### config.mk
export PLATFORM = sky130hd
export DESIGN_NAME = i2c_master_ctrl
export DESIGN_NICKNAME = d
export VERILOG_FILES = /design/src/rtl/i2c_pkg.sv /design/src/rtl/i2c_master_ctrl.sv
export SDC_FILE = /design/constraint.sdc
export NUM_CORES = 1
export LEC_CHECK = 0
export ABC_AREA = 0
export CAP_MARGIN = 10
export CORE_UTILIZATION = 40
export CTS_CLUSTER_SIZE = 14
export DETAILED_ROUTE_END_ITERATION = 6
export PLACE_DENSITY = 0.71
export SLEW_MARGIN = 30
export SYNTH_ARGS = -nofsm -noshare
export SYNTH_HDL_FRONTEND = slang
export SYNTH_SLANG_ARGS = --single-unit
### constraint.sdc
create_clock -name CLK -period 3.9 [get_ports CLK]
set_input_delay 0.39 -clock CLK [delete_from_list [all_inputs] [get_ports CLK]]
set_output_delay 0.39 -clock CLK [all_outputs]
set_load 0.01 [all_outputs]
### src/rtl/i2c_pkg.sv
// i2c master shared package: FSM state codes,
// bus constants and the address-byte helper.
package i2c_pkg;

  localparam logic [6:0] I2C_DEV_ADDR = 7'h68;
  localparam logic       I2C_RW_WR    = 1'b0;
  localparam logic       I2C_RW_RD    = 1'b1;

  localparam logic [3:0] ST_IDLE   = 4'd0;
  localparam logic [3:0] ST_START  = 4'd1;
  localparam logic [3:0] ST_ADDR_W = 4'd2;
  localparam logic [3:0] ST_ACK_A  = 4'd3;
  localparam logic [3:0] ST_REG    = 4'd4;
  localparam logic [3:0] ST_ACK_R  = 4'd5;
  localparam logic [3:0] ST_WDATA  = 4'd6;
  localparam logic [3:0] ST_ACK_D  = 4'd7;
  localparam logic [3:0] ST_RSTART = 4'd8;
  localparam logic [3:0] ST_ADDR_R = 4'd9;
  localparam logic [3:0] ST_ACK_AR = 4'd10;
  localparam logic [3:0] ST_RDATA  = 4'd11;
  localparam logic [3:0] ST_MNACK  = 4'd12;
  localparam logic [3:0] ST_STOP   = 4'd13;
  localparam logic [3:0] ST_DONE   = 4'd14;

  function automatic logic [7:0] addr_byte(
    input logic [6:0] addr,
    input logic       rw
  );
    return {addr, rw};
  endfunction

endpackage

### src/rtl/i2c_master_ctrl.sv
// i2c register-access master FSM (write / read via repeated START).
// Ports: CLK, RST_n; I_SCL + mid-low/mid-high strobes from the divider;
// I_START/I_RW/I_REG_ADDR/I_WR_DATA request; I_SDA line level;
// O_SDA_LOW/O_SCL_LOW open-drain pulls; O_BUSY, O_DONE, O_ACK_ERR,
// O_RD_DATA status.
module i2c_master_ctrl
  import i2c_pkg::*;
#(
  parameter logic [6:0] DEV_ADDR  = I2C_DEV_ADDR,
  parameter int         BIT_CNT_W = 3
) (
  input  logic       CLK,
  input  logic       RST_n,
  input  logic       I_SCL,
  input  logic       I_RS_PR_SCL,
  input  logic       I_FL_PR_SCL,
  input  logic       I_START,
  input  logic       I_RW,
  input  logic [7:0] I_REG_ADDR,
  input  logic [7:0] I_WR_DATA,
  input  logic       I_SDA,
  output logic       O_SDA_LOW,
  output logic       O_SCL_LOW,
  output logic       O_BUSY,
  output logic       O_DONE,
  output logic       O_ACK_ERR,
  output logic [7:0] O_RD_DATA
);

  localparam logic [BIT_CNT_W-1:0] CNT_LAST = '1;

  logic [3:0]           state;
  logic [3:0]           ack_nxt;
  logic                 is_tx;
  logic                 is_ack;
  logic                 rw_q;
  logic [7:0]           reg_q;
  logic [7:0]           wd_q;
  logic [7:0]           tx_q;
  logic [7:0]           rx_q;
  logic [BIT_CNT_W-1:0] cnt_q;
  logic                 nack_q;
  logic                 scl_en_q;
  logic                 sda_low_q;
  logic                 busy_q;
  logic                 ack_err_q;
  logic [7:0]           rd_q;

  always_comb begin
    is_tx   = 1'b0;
    is_ack  = 1'b0;
    ack_nxt = ST_ACK_D;
    unique case (state)
      ST_ADDR_W: begin
        is_tx   = 1'b1;
        ack_nxt = ST_ACK_A;
      end
      ST_REG: begin
        is_tx   = 1'b1;
        ack_nxt = ST_ACK_R;
      end
      ST_WDATA: begin
        is_tx   = 1'b1;
        ack_nxt = ST_ACK_D;
      end
      ST_ADDR_R: begin
        is_tx   = 1'b1;
        ack_nxt = ST_ACK_AR;
      end
      ST_ACK_A, ST_ACK_R,
      ST_ACK_D, ST_ACK_AR: is_ack = 1'b1;
      default: ack_nxt = ST_ACK_D;
    endcase
  end

  always_ff @(posedge CLK or negedge RST_n) begin
    if (!RST_n) begin
      state     <= ST_IDLE;
      rw_q      <= 1'b0;
      reg_q     <= 8'h00;
      wd_q      <= 8'h00;
      tx_q      <= 8'h00;
      rx_q      <= 8'h00;
      cnt_q     <= '0;
      nack_q    <= 1'b0;
      scl_en_q  <= 1'b0;
      sda_low_q <= 1'b0;
      busy_q    <= 1'b0;
      ack_err_q <= 1'b0;
      rd_q      <= 8'h00;
    end else begin
      // SCL gating latches on at the first mid-low after START
      if (I_RS_PR_SCL && state != ST_IDLE &&
          state != ST_START && state != ST_DONE)
        scl_en_q <= 1'b1;
      if (is_ack && I_RS_PR_SCL)
        sda_low_q <= 1'b0;
      if (is_ack && I_FL_PR_SCL && I_SDA)
        nack_q <= 1'b1;

      unique case (state)
        ST_IDLE: begin
          if (I_START) begin
            rw_q      <= I_RW;
            reg_q     <= I_REG_ADDR;
            wd_q      <= I_WR_DATA;
            busy_q    <= 1'b1;
            ack_err_q <= 1'b0;
            nack_q    <= 1'b0;
            state     <= ST_START;
          end
        end
        ST_START: begin
          if (I_FL_PR_SCL) begin
            sda_low_q <= 1'b1;
            tx_q  <= addr_byte(DEV_ADDR, I2C_RW_WR);
            cnt_q <= '0;
            state <= ST_ADDR_W;
          end
        end
        ST_ADDR_W, ST_REG,
        ST_WDATA, ST_ADDR_R: begin
          if (I_RS_PR_SCL) begin
            sda_low_q <= ~tx_q[7];
            tx_q      <= {tx_q[6:0], 1'b0};
          end
          if (I_FL_PR_SCL) begin
            cnt_q <= cnt_q + 1'b1;
            if (cnt_q == CNT_LAST)
              state <= ack_nxt;
          end
        end
        ST_ACK_A: begin
          if (I_FL_PR_SCL) begin
            tx_q  <= reg_q;
            state <= ST_REG;
          end
        end
        ST_ACK_R: begin
          if (I_FL_PR_SCL) begin
            tx_q  <= wd_q;
            state <= rw_q ? ST_RSTART : ST_WDATA;
          end
        end
        ST_ACK_D: begin
          if (I_FL_PR_SCL)
            state <= ST_STOP;
        end
        ST_ACK_AR: begin
          if (I_FL_PR_SCL)
            state <= ST_RDATA;
        end
        ST_RSTART: begin
          if (I_RS_PR_SCL)
            sda_low_q <= 1'b0;
          if (I_FL_PR_SCL) begin
            sda_low_q <= 1'b1;
            tx_q  <= addr_byte(DEV_ADDR, I2C_RW_RD);
            state <= ST_ADDR_R;
          end
        end
        ST_RDATA: begin
          if (I_RS_PR_SCL)
            sda_low_q <= 1'b0;
          if (I_FL_PR_SCL) begin
            rx_q  <= {rx_q[6:0], I_SDA};
            cnt_q <= cnt_q + 1'b1;
            if (cnt_q == CNT_LAST)
              state <= ST_MNACK;
          end
        end
        ST_MNACK: begin
          if (I_RS_PR_SCL)
            sda_low_q <= 1'b0;
          if (I_FL_PR_SCL)
            state <= ST_STOP;
        end
        ST_STOP: begin
          if (I_RS_PR_SCL)
            sda_low_q <= 1'b1;
          if (I_FL_PR_SCL) begin
            sda_low_q <= 1'b0;
            scl_en_q  <= 1'b0;
            ack_err_q <= nack_q;
            if (rw_q)
              rd_q <= rx_q;
            state <= ST_DONE;
          end
        end
        ST_DONE: begin
          busy_q <= 1'b0;
          state  <= ST_IDLE;
        end
        default: state <= ST_IDLE;
      endcase
    end
  end

  // the strobe term pulls SCL low in the very cycle the first bit is
  // scheduled, so SCL is already low when SDA moves a cycle later
  assign O_SCL_LOW = ~I_SCL &
    (scl_en_q | (I_RS_PR_SCL & is_tx & (state == ST_ADDR_W)));
  assign O_SDA_LOW = sda_low_q;
  assign O_BUSY    = busy_q;
  assign O_DONE    = (state == ST_DONE);
  assign O_ACK_ERR = ack_err_q;
  assign O_RD_DATA = rd_q;

endmodule

* Word level (Yosys, flattened, before mapping)
Index checks and enable logic that the tools add are counted.
Operators by class: add/subtract/negate cells 1, eq/ne operators 31, muxes and demuxes 45, bitwise operators 6, reductions and logical operators 25
Operators with widths (number):
- 4-bit two-way mux | 13
- 8-bit two-way mux | 5
- 4-bit case mux with 10 select lines | 1
- 8-bit case mux with 5 select lines | 1
- 4-bit == test (second input constant) | 7
- 1-bit two-way mux | 18
- 2-bit inequality test (second input constant) | 9
- 4-bit by 3-bit == test with 1-bit output (second input constant) | 4
- 4-bit case mux with 3 select lines | 1
- 12-bit AND reduction | 1
- 2-bit by 1-bit inequality test with 1-bit output (second input constant) | 5
- 3-bit AND reduction | 3
- 4-bit by 2-bit == test with 1-bit output (second input constant) | 2
- 4-bit OR reduction | 2
- 1-bit logical AND | 6
- 3-bit two-way mux | 2
- 3-bit case mux with 2 select lines | 1
- 2-bit AND reduction | 3
- 6-bit AND reduction | 1
- 2-bit nonzero test | 3
- 1-bit case mux with 5 select lines | 1
- 5-bit nonzero test | 1
- 5-bit OR reduction | 1
- 4-bit by 1-bit == test with 1-bit output (second input constant) | 1
- 11 further kinds | 16
Storage, ports and cells: register bits 53, output and inout bits 13

* Logic depth before layout (Yosys ltp)
Gate-level depths: netlist of the first run.
depth after elaboration 8, gate-level depth with buffers 6, depth with buffers taken out 6

* Least setup slack after synthesis of the first run
No wires, ideal clock.
path kind register to register, start point register cnt_q[0], end point register state[2], data arrival time 1563 ps, data required time 3796 ps, setup slack 2233 ps, stages on the path, launching flop included 7, clock period less this slack 1667 ps, path through dfrtp_1 ha_1 ha_1 nand2b_1 a22o_1 and2_1 a221oi_1
Between the ends: word-level cells in the longest chain between the ends 3, elaborated cells on any way between the ends 4, those cells by class eq/ne (3); reduce/logical (1)
Ends and longest elaborated chain:
- start: declaration | RTL line i2c_master_ctrl.sv:41 | logic [BIT_CNT_W-1:0] cnt_q;
- start signal: assignment | RTL line i2c_master_ctrl.sv:128 | cnt_q <= cnt_q + 1'b1;
- start signal: assignment | RTL line i2c_master_ctrl.sv:167 | cnt_q <= cnt_q + 1'b1;
- 3-bit == test * | RTL line i2c_master_ctrl.sv:129, i2c_master_ctrl.sv:168
- 2-bit inequality test (no line) / 2-bit by 1-bit inequality test with 1-bit output (equally long branches)
- 12-bit AND reduction (no line) *
- end signal: assignment | RTL line i2c_master_ctrl.sv:130 | state <= ack_nxt;
- end signal: assignment | RTL line i2c_master_ctrl.sv:142 | state <= rw_q ? ST_RSTART : ST_WDATA;
- end: declaration | RTL line i2c_master_ctrl.sv:32 | logic [3:0] state;
Every way passes the cells marked *; elsewhere a longest branch is shown, timed or not. A chain may end at the register's enable or synchronous reset.

* Worst setup path after layout of the first run
start point register state[1], end point output port O_DONE
Between the ends: word-level cells in the longest chain between the ends 1
Ends and longest elaborated chain:
- 4-bit == test | RTL line i2c_master_ctrl.sv:205 | assign O_DONE = (state == ST_DONE);
- end: declaration | RTL line i2c_master_ctrl.sv:25 | output logic O_DONE,
No other way between the ends.

==> impl_metrics.ini, run 1 <==
[synth]
synth_area_um2 = 2720
synthDistinctLibCells = 47
syn_area_per_cell_um2 = 11.3
syn_nets = 267
ys_seq_area_frac = 0.488
synth_common_cells = dfrtp_1, mux2_1, mux2_2, nor2_1, o21ai_0
synthTopCellsByArea = dfrtp_1, mux2_1, mux2_2, o21ai_0, buf_2
yosysMostFrequentCell = dfrtp_1
ys.flop_type = dfrtp_1
synthCells = 241
yosys.area.top_type = dfrtp_1
synth_edf_count = 0
ys_seq_elements = 53
synthArstFlopShare = 1.00
synth_top_area_share = 0.488
yosysWarningCount = 0

[clocking]
postCtsSetupRepairBufs = 0
cts_sinks = 53
root_buffer = clkbuf_8
cts-hold-fix-buffers = 0
numCtsBuffers = 5
cts_tree = built
clkLatencyLatePin_ns = 0.31
clock_path_buffers = 2
htree_levels = 2
cts.clk_slew.worst_paths_ns = 0.10
cts_resized = 0

[timing]
slew_violations = 0
fmax_mhz = 376
rsz0062_at_grt = no
fin_worst_skew_ns = 0.00833
hold_viol = 0
relSlewSlack = 0.434
setup_tns_ns = 0
post-route-period-util = 0.682
tightestPinTransition_ns = 0.849
finalSetupViolCount = 0
finalCriticalPeriod_ns = 2.66

[place]
portBuffers = 36
place_area_um2 = 3090
place_congestion = 0.762
place_hpwl_um = 3500

[finish]
final_util = 0.493
nets = 295
regArea_um2 = 1330
antenna_cells = 0
drive_above_1_share = 0.115
synthToLayoutAreaGrowth_pct = 17.2
final_area_um2 = 3180
multiInputGateArea_um2 = 1290
fill_cells = 599

[critical_path]
critPathMaxFanout = 32
crit_type = reg2out
arrival_ns = 2.27
slowest_delay_ns = 0.90
crit_chain = nor2b_1 > nand3_1 > inv_1 > clkdlybuf4s50_1
crit_family = flip-flops
start_kind = flip-flop
cp_slowest_cell = dfrtp_1
worstPathRequired_ns = 3.51
crit_buf_inv = 2
cp-end-kind = primary output

[floorplanning]
die_width_um = 84.4
coreArea_um2 = 6460
io_pins = 37
die_y_um = 84.4
die-area_um2 = 7120
initial_core_util = 0.421
row_count = 29

[power_and_ir_drop]
finalPower_uw = 2160
p_leak_uw = 0.00139
ir_drop_mv = 0.323
power.density_nw_per_um2 = 677

[global_routing]
grt.total_usage = 0.155
grt_pass1_wl_um = 8830
grt_max_degree = 54
grt_pass1_vias = 1857
overflow = 0
antenna_found_initial = 0

[route]
avgRoutedWirePerCell_um = 14.6
wirelength_um = 5050
remaining_drc_errors = 2
viasPerCell = 5.58
ant_nets = 0
dr.pass1.iters = 6
drt_iter0_markers = 137
vias = 1936

[status]
failed_checks = design-rule violations
status = finished with violations

[flow_run]
cap_violations = 0

[hold_path]
hp-class = in2async
## metrics by stage
stage	worst slack [ns]	cells	hold WS, ns
2_1_floorplan	2.23	241	0.0944
3_3_place_gp	1.52	339	0.463
3_5_place_dp	1.50	339	0.471
4_1_cts	1.22	347	0.208
5_1_grt	1.05	347	0.229
6_report	1.24	347	0.177
## power by group
part           total [µW]  internal, µW  switching, µW
sequential            943           729            214
clock                 316           128            188
combinational         898           477            422
total                2160          1330            824
## flip-flops by register name, indices dropped and copies added, names as in the netlist
register / count
O_ACK_ERR: 1
scl_en_q: 1
rw_q: 1
O_SDA_LOW: 1
rx_q: 8
O_RD_DATA: 8
tx_q: 8
nack_q: 1
cnt_q: 3
wd_q: 8
reg_q: 8
O_BUSY: 1
state: 4
## cell type report
| cell class | count | area share |
|---|---|---|
| Clock buffer | 5 | 0.0216 |
| Tap cell | 77 | 0.0303 |
| Clock inverter | 3 | 0.00668 |
| Multi-Input combinational cell | 167 | 0.404 |
| Timing Repair Buffer | 38 | 0.116 |
| Inverter | 4 | 0.00472 |
| Sequential cell | 53 | 0.417 |
## layer usage
metal  global-route usage  up-vias  part of all wire
li1                     -      948                 -
met1                0.212      945              0.47
met2                0.241       35              0.48
met3               0.0315        8             0.032
met4               0.0616        0             0.016
met5                    0        -                 0
## cell usage in the layout (no fill, tap or decap), drive strengths merged, types with 2 or more instances in the layout
master	synthesis	layout
a22o	4	4
and4	2	2
a21oi	7	7
a31oi	5	5
nand2b	7	7
buf	14	3
nor3	2	2
nor2	14	14
clkdlybuf4s50	0	35
and2	2	2
a32o	3	3
a21o	2	2
a2bb2oi	2	2
ha	2	2
nand3	6	6
o21a	2	2
and3	3	3
o22ai	2	2
o2bb2ai	5	5
inv	4	5
o21bai	2	2
nor2b	5	5
o32ai	2	2
dfrtp	53	53
a211oi	2	2
mux2	42	42
nand2	12	12
clkbuf	3	5
o21ai	14	14
a22oi	6	6
## kinds of logic (layout without fill, tap and decap cells)
group,count (synthesis),after routing,synth area share
adders and majority gates,2,2,0.00921
muxes,43,43,0.178
DFF,53,53,0.488
buffers and inverters,21,50,0.0382
and+or+nand+nor,57,57,0.109
AOI/OAI and AO/OA,65,65,0.177
## path summary, 6_finish.rpt
kind	slack, ns	end	cells after the start	from
setup / recovery	1.24	O_DONE	4	state[1]$_DFFE_PN0P_
hold / removal	0.18	O_BUSY$_DFFE_PN0P_	2	RST_n
setup reg to reg	1.63	wd_q[3]$_DFFE_PN0P_	3	state[3]$_DFFE_PN0P_
hold reg to reg	0.49	reg_q[4]$_DFFE_PN0P_	1	reg_q[4]$_DFFE_PN0P_
max in group asynchronous	3.28	rx_q[7]$_DFFE_PN0P_	2	RST_n
min in group CLK	0.49	reg_q[4]$_DFFE_PN0P_	1	reg_q[4]$_DFFE_PN0P_
Power figures use the tool's default switching activity.
==> run 2, diff against run 1 <==
--- a/config.mk
+++ b/config.mk
@@ -10,7 +10,7 @@
 export CORE_UTILIZATION = 40
 export CTS_CLUSTER_SIZE = 14
 export DETAILED_ROUTE_END_ITERATION = 6
-export PLACE_DENSITY = 0.71
+export PLACE_DENSITY = 0.74
 export SLEW_MARGIN = 30
 export SYNTH_ARGS = -nofsm -noshare
 export SYNTH_HDL_FRONTEND = slang
==> constraint.sdc (replaced) <==
create_clock -name CLK -period 2.1 [get_ports CLK]
set_input_delay 0.21 -clock CLK [delete_from_list [all_inputs] [get_ports CLK]]
set_output_delay 0.21 -clock CLK [all_outputs]
set_load 0.01 [all_outputs]
==> run 2 against run 1 <==
The flow still finishes with violations (design-rule violations). Register-to-register slack lost 1.4 ns. Sequential share of layout area shrank 2.1 points. Via count grew 3.5%. Flip-flop and latch count is the same. Wire length grew 6.5%.
==> impl_metrics.ini, run 2 (synthesized netlist as in run 1, its figures left out) <==
[status]
status = finished with violations
failed_checks = design-rule violations

[clocking]
clock_path_buffers = 2
clkLatencyLatePin_ns = 0.30
root_buffer = clkbuf_8
cts.clk_slew.worst_paths_ns = 0.09
cts_sinks = 53
htree_levels = 2
cts_tree = built
numCtsBuffers = 5

[timing]
rsz0062_at_grt = no
hold_viol = 0
slew_violations = 0
setup_ws_ns = 0.124
finalCriticalPeriod_ns = 1.98
setup_tns_ns = 0
fmax_mhz = 506
fin_worst_skew_ns = 0.00578
post-route-period-util = 0.941
relSlewSlack = 0.718
tightestPinTransition_ns = 0.420
holdWs_ns = 0.304
finalSetupViolCount = 0

[critical_path]
crit_top_cell = nor2_1
arrival_ns = 1.77
crit_buf_inv = 1
worst-path-stages = 4
worstPathRequired_ns = 1.89
start_kind = flip-flop
cp_slowest_cell = clkdlybuf4s50_1
crit_type = reg2out
slowest_delay_ns = 0.53
critPathMaxFanout = 14
crit_chain = nor2_1 > a31oi_1 > nor2_1 > clkdlybuf4s50_1
crit_family = buffers and inverters
cp-end-kind = primary output
r2r_cells = 6

[global_routing]
overflow = 0
grt_max_degree = 44
grt.total_usage = 0.164
grt_pass1_wl_um = 9520
grt_pass1_vias = 2075
antenna_found_initial = 0

[flow_run]
cap_violations = 0

[finish]
final_area_um2 = 3370
layout.cells.most_common_list = dfrtp_1, clkdlybuf4s50_1, mux2_1
nets = 310
final_common_cell = dfrtp_1
synthToLayoutAreaGrowth_pct = 24.0
antenna_cells = 0
drive_above_1_share = 0.168

[route]
remaining_drc_errors = 4
ant_nets = 0
wirelength_um = 5380
avgRoutedWirePerCell_um = 14.9
vias = 2004
viasPerCell = 5.54
dr.pass1.iters = 6
drt_iter0_markers = 195

[floorplanning]
die-area_um2 = 7120
io_pins = 37
die_width_um = 84.4
initial_core_util = 0.421
coreArea_um2 = 6460
row_count = 29
die_y_um = 84.4

[place]
place_congestion = 0.769
place_area_um2 = 3240
post-place-ws_ns = 0.187
portBuffers = 36
place_hpwl_um = 3910

[hold_path]
hp-class = in2async

[power_and_ir_drop]
ir_drop_mv = 0.648
finalPower_uw = 4380
p_leak_uw = 0.00148
power.density_nw_per_um2 = 1300
[run 2: cell count changes in the layout (fill, tap and decap cells not counted)]
| cell | change |
|---|---|
| buf_4 | +11 |
| clkbuf_8 | +1 |
| clkbuf_1 | +1 |
| clkinv_2 | -1 |
| clkinvlp_4 | -1 |
| buf_12 | +3 |
| inv_6 | -1 |
| dfrtp_1 | -4 |
| bufinv_16 | +1 |
| dfrtp_2 | +4 |
| dlygate4sd3_1 | +1 |
[run 2: report_power, final]
part	total, µW	internal (µW)	switching, µW
clock network	711	389	322
logic	1990	1060	926
registers	1680	1360	319
[run 2: timing repair]
action | 4_1_cts | 5_1_grt
endpoints found under the setup margin | 1 | 2
hold endpoints to repair | 10 | 0
gates resized for setup | 1 | 3
hold buffers | 1 | 0
setup buffers | 0 | 0
[run 2: area by class of cell]
class / instances / area, µm²
Fill cell: 588 / 3090
Inverter: 4 / 15.0
Clock buffer: 7 / 86.3
Timing Repair Buffer: 53 / 523
Tap cell: 77 / 96.3
Multi-Input combinational cell: 167 / 1290
Clock inverter: 1 / 30.0
Sequential cell: 53 / 1330
[run 2: path summary, 6_finish.rpt]
| check | slack (ns) | from | to |
|---|---|---|---|
| min | 0.30 | RST_n | wd_q[2]$_DFFE_PN0P_ |
| max | 0.12 | state[3]$_DFFE_PN0P_ | O_SCL_LOW |
| min in group CLK | 0.48 | rx_q[7]$_DFFE_PN0P_ | O_RD_DATA[7]$_DFFE_PN0P_ |
| max reg2reg | 0.26 | cnt_q[0]$_DFFE_PN0P_ | state[2]$_DFFE_PN0P_ |
| max in group asynchronous | 1.27 | RST_n | state[2]$_DFFE_PN0P_ |
| min reg2reg | 0.48 | rx_q[7]$_DFFE_PN0P_ | O_RD_DATA[7]$_DFFE_PN0P_ |
[run 2: through the flow]
stage | cells | utilization
2_1_floorplan | 241 | -
3_3_place_gp | 353 | 0.501
3_5_place_dp | 353 | 0.501
4_1_cts | 362 | 0.521
5_1_grt | 362 | 0.522
6_report | 362 | 0.522
[run 2: per-layer routing]
layer	vias up	track usage	share of wire
met2	35	0.284	0.50
met4	0	0.0401	0.010
met3	7	0.0344	0.030
met1	986	0.212	0.46
met5	-	0	0
li1	976	-	-
==> run 3, diff against run 2 <==
--- a/config.mk
+++ b/config.mk
@@ -7,10 +7,13 @@
 export LEC_CHECK = 0
 export ABC_AREA = 0
 export CAP_MARGIN = 10
+export CORE_MARGIN = 4
 export CORE_UTILIZATION = 40
+export CTS_CLUSTER_DIAMETER = 30
 export CTS_CLUSTER_SIZE = 14
 export DETAILED_ROUTE_END_ITERATION = 6
 export PLACE_DENSITY = 0.74
+export REMOVE_ABC_BUFFERS = 1
 export SLEW_MARGIN = 30
 export SYNTH_ARGS = -nofsm -noshare
 export SYNTH_HDL_FRONTEND = slang
==> run 3 against run 2 <==
The run now ends clean. Cell area increased by 0.63%. Hold slack improved by 0.13 ns. Utilization increased by 0.33 points. Setup slack got worse by 0.043 ns. Sequential share of layout area decreased by 0.28 points. Highest routed layer unchanged.
==> impl_metrics.ini, run 3 (synthesized netlist as in run 1, its figures left out) <==
[power_and_ir_drop]
intPower_uw = 2720
ir_drop_mv = 0.622
combinationalPowerShare = 0.486
p_clk_frac = 0.136
seqPwrFrac = 0.378
switching_share = 0.371
p_leak_uw = 0.00151
power.density_nw_per_um2 = 1280
power.switching_uw = 1610

[critical_path]
critical_path.endpoint = O_SCL_LOW
worst-path-stages = 4
crit_family = buffers and inverters
slowest_delay_ns = 0.54
regToRegSetupSlack_ns = 0.24
worstPathRequired_ns = 1.89
crit_chain = nor2_1 > a31oi_1 > nor2_1 > clkdlybuf4s50_1
crit_buf_inv = 1
start_kind = flip-flop
cp-startpoint = state[2]$_DFFE_PN0P_
crit_top_cell = nor2_1
cp_slowest_cell = clkdlybuf4s50_1
cp-end-kind = primary output
r2r_start = state[3]$_DFFE_PN0P_
r2r_cells = 6
critPathMaxFanout = 18
arrival_ns = 1.81
r2r_end = tx_q[6]$_DFFE_PN0P_
crit_type = reg2out

[route]
avgRoutedWirePerCell_um = 15.3
wirelength_um = 5630
drt_iter0_markers = 114
remaining_drc_errors = 0
vias = 2041
viasPerCell = 5.53
ant_nets = 0
dr.pass1.iters = 4

[global_routing]
antenna_found_initial = 0
grt_pass1_wl_um = 9780
grt.total_usage = 0.144
overflow = 0
grt_pass1_vias = 2135
grt_max_degree = 30

[clocking]
clock_path_buffers = 2
clkLatencyLatePin_ns = 0.31
cts_sinks = 53
cts_tree = built
root_buffer = clkbuf_8
numCtsBuffers = 5
htree_levels = 2
cts.clk_slew.worst_paths_ns = 0.10

[floorplanning]
die_y_um = 90.4
coreArea_um2 = 6460
io_pins = 37
row_count = 29
die_width_um = 90.4
die-area_um2 = 8170
initial_core_util = 0.421

[finish]
final_area_um2 = 3390
final_common_cell = dfrtp_1
synthToLayoutAreaGrowth_pct = 24.8
fill_cells = 565
nets = 317
antenna_cells = 0
final_util = 0.525
layout.cells.most_common_list = dfrtp_1, clkdlybuf4s50_1, mux2_1
drive_above_1_share = 0.185

[hold_path]
hp-class = in2async

[timing]
fmax_mhz = 496
relSlewSlack = 0.586
slew_violations = 0
rsz0062_at_grt = no
tightestPinTransition_ns = 0.621
setup_tns_ns = 0
finalCriticalPeriod_ns = 2.02
hold_viol = 0
finalSetupViolCount = 0
post-route-period-util = 0.961
fin_worst_skew_ns = 0.00408

[status]
status = complete, no violations

[place]
place_hpwl_um = 4100
place_area_um2 = 3250
place_congestion = 0.840
portBuffers = 36

[flow_run]
cap_violations = 0
[run 3: changes by cell type in the layout (fill, tap and decap cells not counted)]
cell	change
clkinv_2	+1
clkbuf_8	-1
buf_4	+7
dfrtp_2	-1
bufinv_16	-1
inv_6	+1
dfrtp_1	+1
[run 3: worst register-to-register path, cell delays in order, from the launching register on]
cell	delay, ns
dfrtp_2	0.47
buf_4	0.17
buf_4	0.17
nand4bb_1	0.18
a21bo_2	0.30
a32o_1	0.21
mux2_2	0.26
[run 3: per-stage QoR]
stage	setup WS (ns)	total power (µW)	instances	hold WS (ns)
final	0.0819	4330	369	0.438
after floorplan	0.166	2960	224	-0.0856
after global placement	0.203	3610	355	0.256
after CTS	0.0801	4270	364	0.445
after global routing	0.000484	4660	369	0.489
after detailed placement	0.142	3690	355	0.256
[run 3: how the worst min path moves through the flow]
stage | start | endpoint | slack [ns] | cells after the start
6_report | RST_n | reg_q[7]$_DFFE_PN0P_ | 0.44 | 2
5_1_grt | I_REG_ADDR[6] | reg_q[6]$_DFFE_PN0P_ | 0.49 | 2
4_1_cts | RST_n | tx_q[2]$_DFFE_PN0P_ | 0.45 | 2
3_5_place_dp | RST_n | reg_q[7]$_DFFE_PN0P_ | 0.26 | 1
3_3_place_gp | RST_n | reg_q[7]$_DFFE_PN0P_ | 0.26 | 1
2_1_floorplan | RST_n | O_ACK_ERR$_DFFE_PN0P_ | -0.09 | 0
[run 3: layer usage]
| layer | vias up | GRT usage | share of wire | routed length [µm] |
|---|---|---|---|---|
| li1 | 990 | - | - | - |
| met1 | 999 | 0.175 | 0.45 | 2510 |
| met2 | 44 | 0.250 | 0.50 | 2810 |
| met3 | 8 | 0.0317 | 0.041 | 230 |
| met4 | 0 | 0.0485 | 0.014 | 80 |
| met5 | - | 0 | 0 | 0 |
[run 3: cell type report]
class                           instances  area, µm²  area share
Tap cell                               77       96.3      0.0284
Clock buffer                            6       72.6      0.0214
Inverter                                4       15.0     0.00443
Multi-Input combinational cell        167       1290       0.379
Sequential cell                        53       1330       0.392
Timing Repair Buffer                   60        576       0.170
Clock inverter                          2       13.8     0.00406
[run 3: power groups by stage]
stage                     Combinational [µW]  Clock [µW]  Sequential (µW)
final                                   2100         587             1640
after global routing                    2330         639             1690
after CTS                               2010         601             1660
after detailed placement                2010           0             1670
after global placement                  1950           0             1660
after floorplan                         1260           0             1700
[run 3: what timing repair did]
item | CTS | global route
gates resized for setup | 2 | 1
endpoints found under the hold margin | 24 | 0
endpoints found under the setup margin | 1 | 2
pin swaps | 0 | 0
hold buffers | 1 | 0
setup buffers | 0 | 5
